--- config.mk ---
export PLATFORM = sky130hd
export DESIGN_NAME = pulse_meter
export DESIGN_NICKNAME = d
export VERILOG_FILES = /design/src/rtl/pulse_meter_pkg.sv /design/src/rtl/pulse_meter_pin_sync.sv /design/src/rtl/pulse_meter.sv
export SDC_FILE = /design/constraint.sdc
export NUM_CORES = 1
export LEC_CHECK = 0
export BUFFER_PORTS_ARGS = -buffer_cell sky130_fd_sc_hd__buf_2
export CAP_MARGIN = 20
export CORE_UTILIZATION = 50
export CTS_BUF_LIST = sky130_fd_sc_hd__clkbuf_16
export DETAILED_ROUTE_END_ITERATION = 7
export PLACE_DENSITY = 0.71
export SKIP_CTS_REPAIR_TIMING = 1
export SLEW_MARGIN = 30
export SYNTH_ARGS = -nofsm -noshare
export SYNTH_HDL_FRONTEND = slang
export SYNTH_HIERARCHICAL = 1
export SYNTH_SLANG_ARGS = --single-unit
--- constraint.sdc ---
create_clock -name clk -period 2.6 [get_ports clk]
set_input_delay 0 -clock clk [delete_from_list [all_inputs] [get_ports clk]]
set_output_delay 0 -clock clk [all_outputs]
set_load 0.005 [all_outputs]
--- src/rtl/pulse_meter_pkg.sv ---
// Shared state encoding and default sizing for the pulse_meter slice.
package pulse_meter_pkg;

    localparam int DEF_WIDTH_BITS = 9;
    localparam int DEF_MIN_CLOCKS = 2;
    localparam int DEF_THRESHOLD  = 16;
    localparam int DEF_MAX_CLOCKS = 511;

    typedef enum logic [1:0] {
        ST_IDLE    = 2'd0,
        ST_MEASURE = 2'd1,
        ST_WAITLOW = 2'd2
    } state_t;

endpackage

--- src/rtl/pulse_meter_pin_sync.sv ---
// Purpose: two-flop synchronizer for an asynchronous pin, idles high after reset.
// Latency: 2 clk from d to q, clocked every clk (not ce-gated).
// Backpressure: none; free-running level path.
module pin_sync (
    input  logic clk,
    input  logic reset,
    input  logic d,
    output logic q
);

    logic meta;

    always_ff @(posedge clk or posedge reset) begin
        if (reset) begin
            meta <= 1'b1;
            q    <= 1'b1;
        end else begin
            meta <= d;
            q    <= meta;
        end
    end

endmodule

--- src/rtl/pulse_meter.sv ---
// Purpose: measures high-pulse width on pin in ce ticks, classifies short/long, flags overflow.
// Latency: valid/overflow visible 1 clk after the detecting ce tick (+2 clk with PULSE_METER_SYNC_EN).
// Backpressure: none; valid/overflow are one-clk strobes, width/bitval hold until the next valid.
module pulse_meter
    import pulse_meter_pkg::*;
#(
    parameter int WIDTH_BITS = DEF_WIDTH_BITS,
    parameter int MIN_CLOCKS = DEF_MIN_CLOCKS,
    parameter int THRESHOLD  = DEF_THRESHOLD,
    parameter int MAX_CLOCKS = DEF_MAX_CLOCKS
) (
    input  logic                  clk,
    input  logic                  reset,
    input  logic                  ce,
    input  logic                  pin,
    output logic [WIDTH_BITS-1:0] width,
    output logic                  bitval,
    output logic                  valid,
    output logic                  overflow,
    output logic                  busy
);

    localparam logic [WIDTH_BITS-1:0] CNT_ONE = WIDTH_BITS'(1);
    localparam logic [WIDTH_BITS-1:0] MIN_CNT = WIDTH_BITS'(MIN_CLOCKS);
    localparam logic [WIDTH_BITS-1:0] THR_CNT = WIDTH_BITS'(THRESHOLD);
    localparam logic [WIDTH_BITS-1:0] MAX_CNT = WIDTH_BITS'(MAX_CLOCKS);

    logic                  pin_s;
    logic                  pinsample;
    logic                  rise;
    logic                  fall;
    state_t                state;
    logic [WIDTH_BITS-1:0] count;

`ifdef PULSE_METER_SYNC_EN
    pin_sync u_pin_sync (
        .clk   (clk),
        .reset (reset),
        .d     (pin),
        .q     (pin_s)
    );
`else
    assign pin_s = pin;
`endif

    assign rise = ~pinsample & pin_s;
    assign fall = pinsample & ~pin_s;

    // pinsample resets high so a line already high at release is not seen as a rise
    always_ff @(posedge clk or posedge reset) begin
        if (reset) begin
            state     <= ST_IDLE;
            count     <= '0;
            pinsample <= 1'b1;
            width     <= '0;
            bitval    <= 1'b0;
            valid     <= 1'b0;
            overflow  <= 1'b0;
            busy      <= 1'b0;
        end else begin
            valid    <= 1'b0;
            overflow <= 1'b0;
            if (ce) begin
                pinsample <= pin_s;
                case (state)
                    ST_IDLE: begin
                        if (rise) begin
                            state <= ST_MEASURE;
                            count <= CNT_ONE;
                            busy  <= 1'b1;
                        end
                    end
                    ST_MEASURE: begin
                        if (pin_s) begin
                            if (count == MAX_CNT) begin
                                overflow <= 1'b1;
                                state    <= ST_WAITLOW;
                            end else begin
                                count <= count + CNT_ONE;
                            end
                        end else if (fall) begin
                            state <= ST_IDLE;
                            busy  <= 1'b0;
                            // glitches below MIN_CNT leave the last result untouched
                            if (count >= MIN_CNT) begin
                                width  <= count;
                                bitval <= (count >= THR_CNT);
                                valid  <= 1'b1;
                            end
                        end
                    end
                    ST_WAITLOW: begin
                        if (!pin_s) begin
                            state <= ST_IDLE;
                            busy  <= 1'b0;
                        end
                    end
                    default: begin
                        state <= ST_IDLE;
                        busy  <= 1'b0;
                    end
                endcase
            end
        end
    end

endmodule

# [Yosys cells after proc, flatten, opt, wreduce, memory -nomap -nowiden]
# Cells that the tools add are included.
[word_totals] reg_bits=25 input_bits=4 out_inout_bits=13 wordCells=56
[classes] add_sub_neg=1 n_lt_le_gt_ge=2 eq_ne=11 n_mux=24 bitwise_logic=4 n_reduce_logical=6
[ops] operator="9-bit two-way mux" n=3
[ops] operator="5-bit AND reduction" n=4
[ops] operator="9-bit case mux with 2 select lines" n=1
[ops] operator="1-bit two-way mux" n=13
[ops] operator="2-bit != test (second input constant)" n=6
[ops] operator="2-bit two-way mux" n=5
[ops] operator="9-bit by 1-bit adder with 9-bit output (second input constant)" n=1
[ops] operator="9-bit equality test (second input constant)" n=1
[ops] operator="9-bit by 2-bit >= comparator with 1-bit output (second input constant)" n=1
[ops] operator="9-bit by 5-bit >= comparator with 1-bit output (second input constant)" n=1
[ops] operator="3-bit != test (second input constant)" n=2
[ops] operator="2-bit case mux with 3 select lines" n=1
[ops] operator="1-bit case mux with 3 select lines" n=1
[ops] operator="1-bit bitwise AND" n=2
[ops] operator="2-bit by 1-bit equality test with 1-bit output (second input constant)" n=1
[ops] operator="2-bit equality test (second input constant)" n=1
[ops] operator="2-bit zero test" n=1
[ops] operator="1-bit NOT" n=2
[ops] operator="2-bit nonzero test" n=1

# [Depth between registers and ports, before layout]
[depth] word_depth=6 mapped_depth=10 ltp_nobuf=9

# [Least setup slack after synthesis]
# OpenSTA, ideal clock, no wires.
[synth_path] path_kind="register to register" from="reg count[0]" to="reg count[4]" setup_time_ns=0.124 t_arrival_ns=2.058 required_ns=2.476 setup_slack_ns=0.418 stages_incl_launch_ff=10 path_buffers=1 period_less_slack_ns=2.182 path_cell_list="dfrtp_1 -> ha_1 -> nand2_1 -> nor2_1 -> and3_1 -> ha_1 -> mux2_4 -> or2_4 -> buf_6 -> a211o_1"
[synth_between] elab_chain_cells=4 elab_cells_between_ends=7 cone_classes="add/sub (1); eq/ne (2); mux (3); reduce/logical (1)"
[synth_rtl] element="start, declared" line_no="pulse_meter.sv:33" source="logic [WIDTH_BITS-1:0] count;"
[synth_rtl] element="start signal, assigned" line_no="pulse_meter.sv:79" source="count <= count + CNT_ONE;"
[synth_rtl] element="9-bit by 1-bit adder with 9-bit output" line_no="pulse_meter.sv:79"
[synth_rtl] element="9-bit two-way mux" line_no="pulse_meter.sv:75" source="if (count == MAX_CNT) begin"
[synth_rtl] element="9-bit two-way mux" line_no="pulse_meter.sv:74" source="if (pin_s) begin"
[synth_rtl] element="9-bit case mux with 2 select lines" line_no="pulse_meter.sv:65" source="case (state)"
# Parallel ways exist; a longest one is shown, timed or not. The select of a mux whose other input is x is not followed.
# A chain may end at the register's enable or synchronous reset.

# [Worst setup path in the final report]
[layout_path] from="reg count[0]" to="reg count[3]"
# Same word-level chain as after synthesis.

==> flow_summary.ini <==
[synthesis]
synth-seq-cells = 25
synth_ff_type = dfrtp_1
syn_area_per_cell_um2 = 10.80
ys_warn_count = 6
ys_async_sr_fraction_pct = 100.0
synth.most_common_cell = dfrtp_1
syn_nets = 119
yosysTopAreaCellShare_pct = 49.64
synth.distinct_cells = 37
yosys-top-cells-count = dfrtp_1 (24), nand2_1 (9), a22o_1 (7), o21ai_1 (6)
synth.cell_area_um2 = 1210
yosys.area.top_type = dfrtp_1
synth.area.top_cells = dfrtp_1 (50%), a22o_1 (5.1%), ha_1 (3.1%)
synth_edf_count = 0
synth_seq_area_share_pct = 51.81
syn_inst = 112

[timing]
hold_ws_ps = -25.28
setup_tns_ps = 0
slew_headroom_pct = 66.05
slew_violations = 0
fin_crit_ps = 2371
finalSetupViolations = 0
rsz0062_at_grt = no
max_freq_mhz = 421.8
hold_viol_final = 1
fin_skew_ps = 5.670
min_period_over_period_pct = 91.19
tightest_slew_ps = 508.5

[flow_run]
cap_violations = 0

[cells_and_area]
area_growth_pct = 14.68
fill_cells = 173
multi_input_area_um2 = 526.8
instances_no_fill = 157
fin_nets = 137
post-route-util_pct = 61.54
diodes = 0
regArea_um2 = 626.9
drive_gt1_share_pct = 22.48

[hold_path]
hold_class = input pin to flop

[critical_path]
critPathRequiredTime_ps = 2780
cp-end-kind = flop
crit_path_start_kind = flop
critical_path_arrival_ps = 2560
path_common_cell = ha_1
crit_fanout = 12
slowest_delay_ps = 430
crit_path_top_delay_cell = dfrtp_1
crit_chain = ha_1 -> nand2_1 -> nor2_1 -> and3_1 -> ha_1 -> mux2_4 -> or2_4 -> or3_1 -> o21ai_1
critPathKind = flop to flop

[clock_tree]
clockBufferDepth = 2
cts_buffers = 3
clk_latency_ps = 260
root_buffer = clkbuf_16
cts_tree = built
htree_levels = 1
clk_pin_slew_ps = 70
clock-sinks = 25

[placed_design]
place_hpwl_um = 1557
place.gp.congestion = 0.8474
numPortBuffers = 16
dp_cells = 152

[power]
p_per_area_nw_per_um2 = 859.1
combPwrFrac_pct = 23.6
vdd_drop_max_mv = 0.4500
p_leak_nw = 0.6584
power.share.switching_pct = 30.30
p_clk_share_pct = 28.4
power_switching_w = 0.0003613
p_seq_share_pct = 47.9
intPower_w = 0.0008308

[grt]
grt_pass1_vias = 847
antenna_found_initial = 0
overflow = 0
grt.total_usage_pct = 20.83
grt_pass1_wl_um = 3912
grt_max_degree = 26

[die]
io_pins = 17
row_count = 17
core-area_um2 = 2255
initial_core_util_pct = 53.66
dieWidth_um = 51.19
fp.dieH_um = 51.19
die_area_um2 = 2620

[routing]
wire_per_inst_um = 14.78
drcViolationCount = 0
drtAntennaViolNets = 0
drtIter0Drc = 15
drt-total-wl_um = 2320
via_per_inst = 5.713
drt-pass1-iter-count = 4
vias = 897

[outcome]
status = complete, but fails checks
failed_checks = hold timing
per-stage QoR:
stage               hold slack [ps]  area [um2]  setup WS [ps]   power, W
finish                       -25.28        1388          229.0   0.001192
global route                  1.154        1388          128.9   0.001267
CTS                          -29.84        1378          241.7   0.001201
detailed placement            234.9        1295          261.8  0.0008587
global placement              229.9        1295          310.4  0.0008510
floorplan                     26.58        1210          417.8  0.0007637
registers in the layout (all words and copies together) (netlist names):
name       cells
overflow       1
valid          1
state          2
width          9
busy           1
bitval         1
count          9
pinsample      1
critical path: cells and delay by family, from the launching register on:
family,cells,cell delay [ps]
and+or+nand+nor,5,990
muxes,1,290
AOI/OAI and AO/OA,1,120
DFF,1,430
adders and majority gates,2,480
worst paths after layout:
kind                              to  startpoint  cells after the start  slack, ps
min reg2reg                 width[4]    width[4]                      1        490
max in group asynchronous  pinsample       reset                      3       1920
min in group asynchronous   count[4]       reset                      3        320
max reg2reg                 count[3]    count[0]                      9        230
min                        pinsample          ce                      2        -30
max                         count[3]    count[0]                      9        230
area by class of cell:
cell class / count / share of cell area (%)
Clock buffer: 3 / 5.410
Clock inverter: 1 / 0.5410
Inverter: 7 / 1.894
Multi-Input combinational cell: 76 / 37.96
Sequential cell: 25 / 45.18
Tap cell: 28 / 2.525
Timing Repair Buffer: 17 / 6.492
power groups by stage:
| stage | combinational, W | clock [W] | sequential, W |
|---|---|---|---|
| finish | 0.000282 | 0.000339 | 0.000571 |
| global route | 0.000323 | 0.000358 | 0.000587 |
| CTS | 0.000284 | 0.000346 | 0.000572 |
| detailed placement | 0.000281 | 0 | 0.000578 |
| global placement | 0.000277 | 0 | 0.000574 |
| floorplan | 0.000203 | 0 | 0.000561 |
layout by cell type (no fill, tap or decap), drive strengths merged:
| master | n |
|---|---|
| clkinvlp | 1 |
| a32oi | 1 |
| nand3 | 4 |
| clkbuf | 3 |
| nor4 | 6 |
| nand2 | 10 |
| dlygate4sd3 | 1 |
| nand4 | 1 |
| and2 | 1 |
| o21ai | 9 |
| ha | 3 |
| a22oi | 1 |
| nor2b | 1 |
| nand2b | 3 |
| mux2 | 4 |
| or2 | 1 |
| nand3b | 1 |
| buf | 16 |
| o41a | 1 |
| dfstp | 1 |
| nor2 | 5 |
| a21o | 2 |
| o31ai | 3 |
| nor3 | 3 |
| or3 | 1 |
| a22o | 7 |
| o21bai | 2 |
| a211o | 1 |
| o22ai | 1 |
| and3 | 2 |
| dfrtp | 24 |
| inv | 7 |
| xnor2 | 2 |
layer usage:
| layer | track usage, % | routed length [um] | vias up |
|---|---|---|---|
| li1 | - | - | 438 |
| met1 | 28.54 | 1137 | 421 |
| met2 | 31.80 | 1030 | 32 |
| met3 | 2.976 | 102 | 6 |
| met4 | 11.11 | 50 | 0 |
| met5 | 0 | 0 | - |
logic make-up (layout without fill, tap and decap cells):
group / after synthesis / count (layout) / synth area share [%]
flip-flops: 25 / 25 / 51.81
AND/OR/NAND/NOR: 39 / 39 / 18.31
adder cells (fa/ha/maj): 3 / 3 / 3.103
XOR/XNOR: 2 / 2 / 1.448
AO/OA/AOI/OAI: 28 / 28 / 16.65
multiplexers: 4 / 4 / 4.033
buffers and inverters: 11 / 28 / 4.654
No activity file was read; power rests on OpenSTA's default activity.
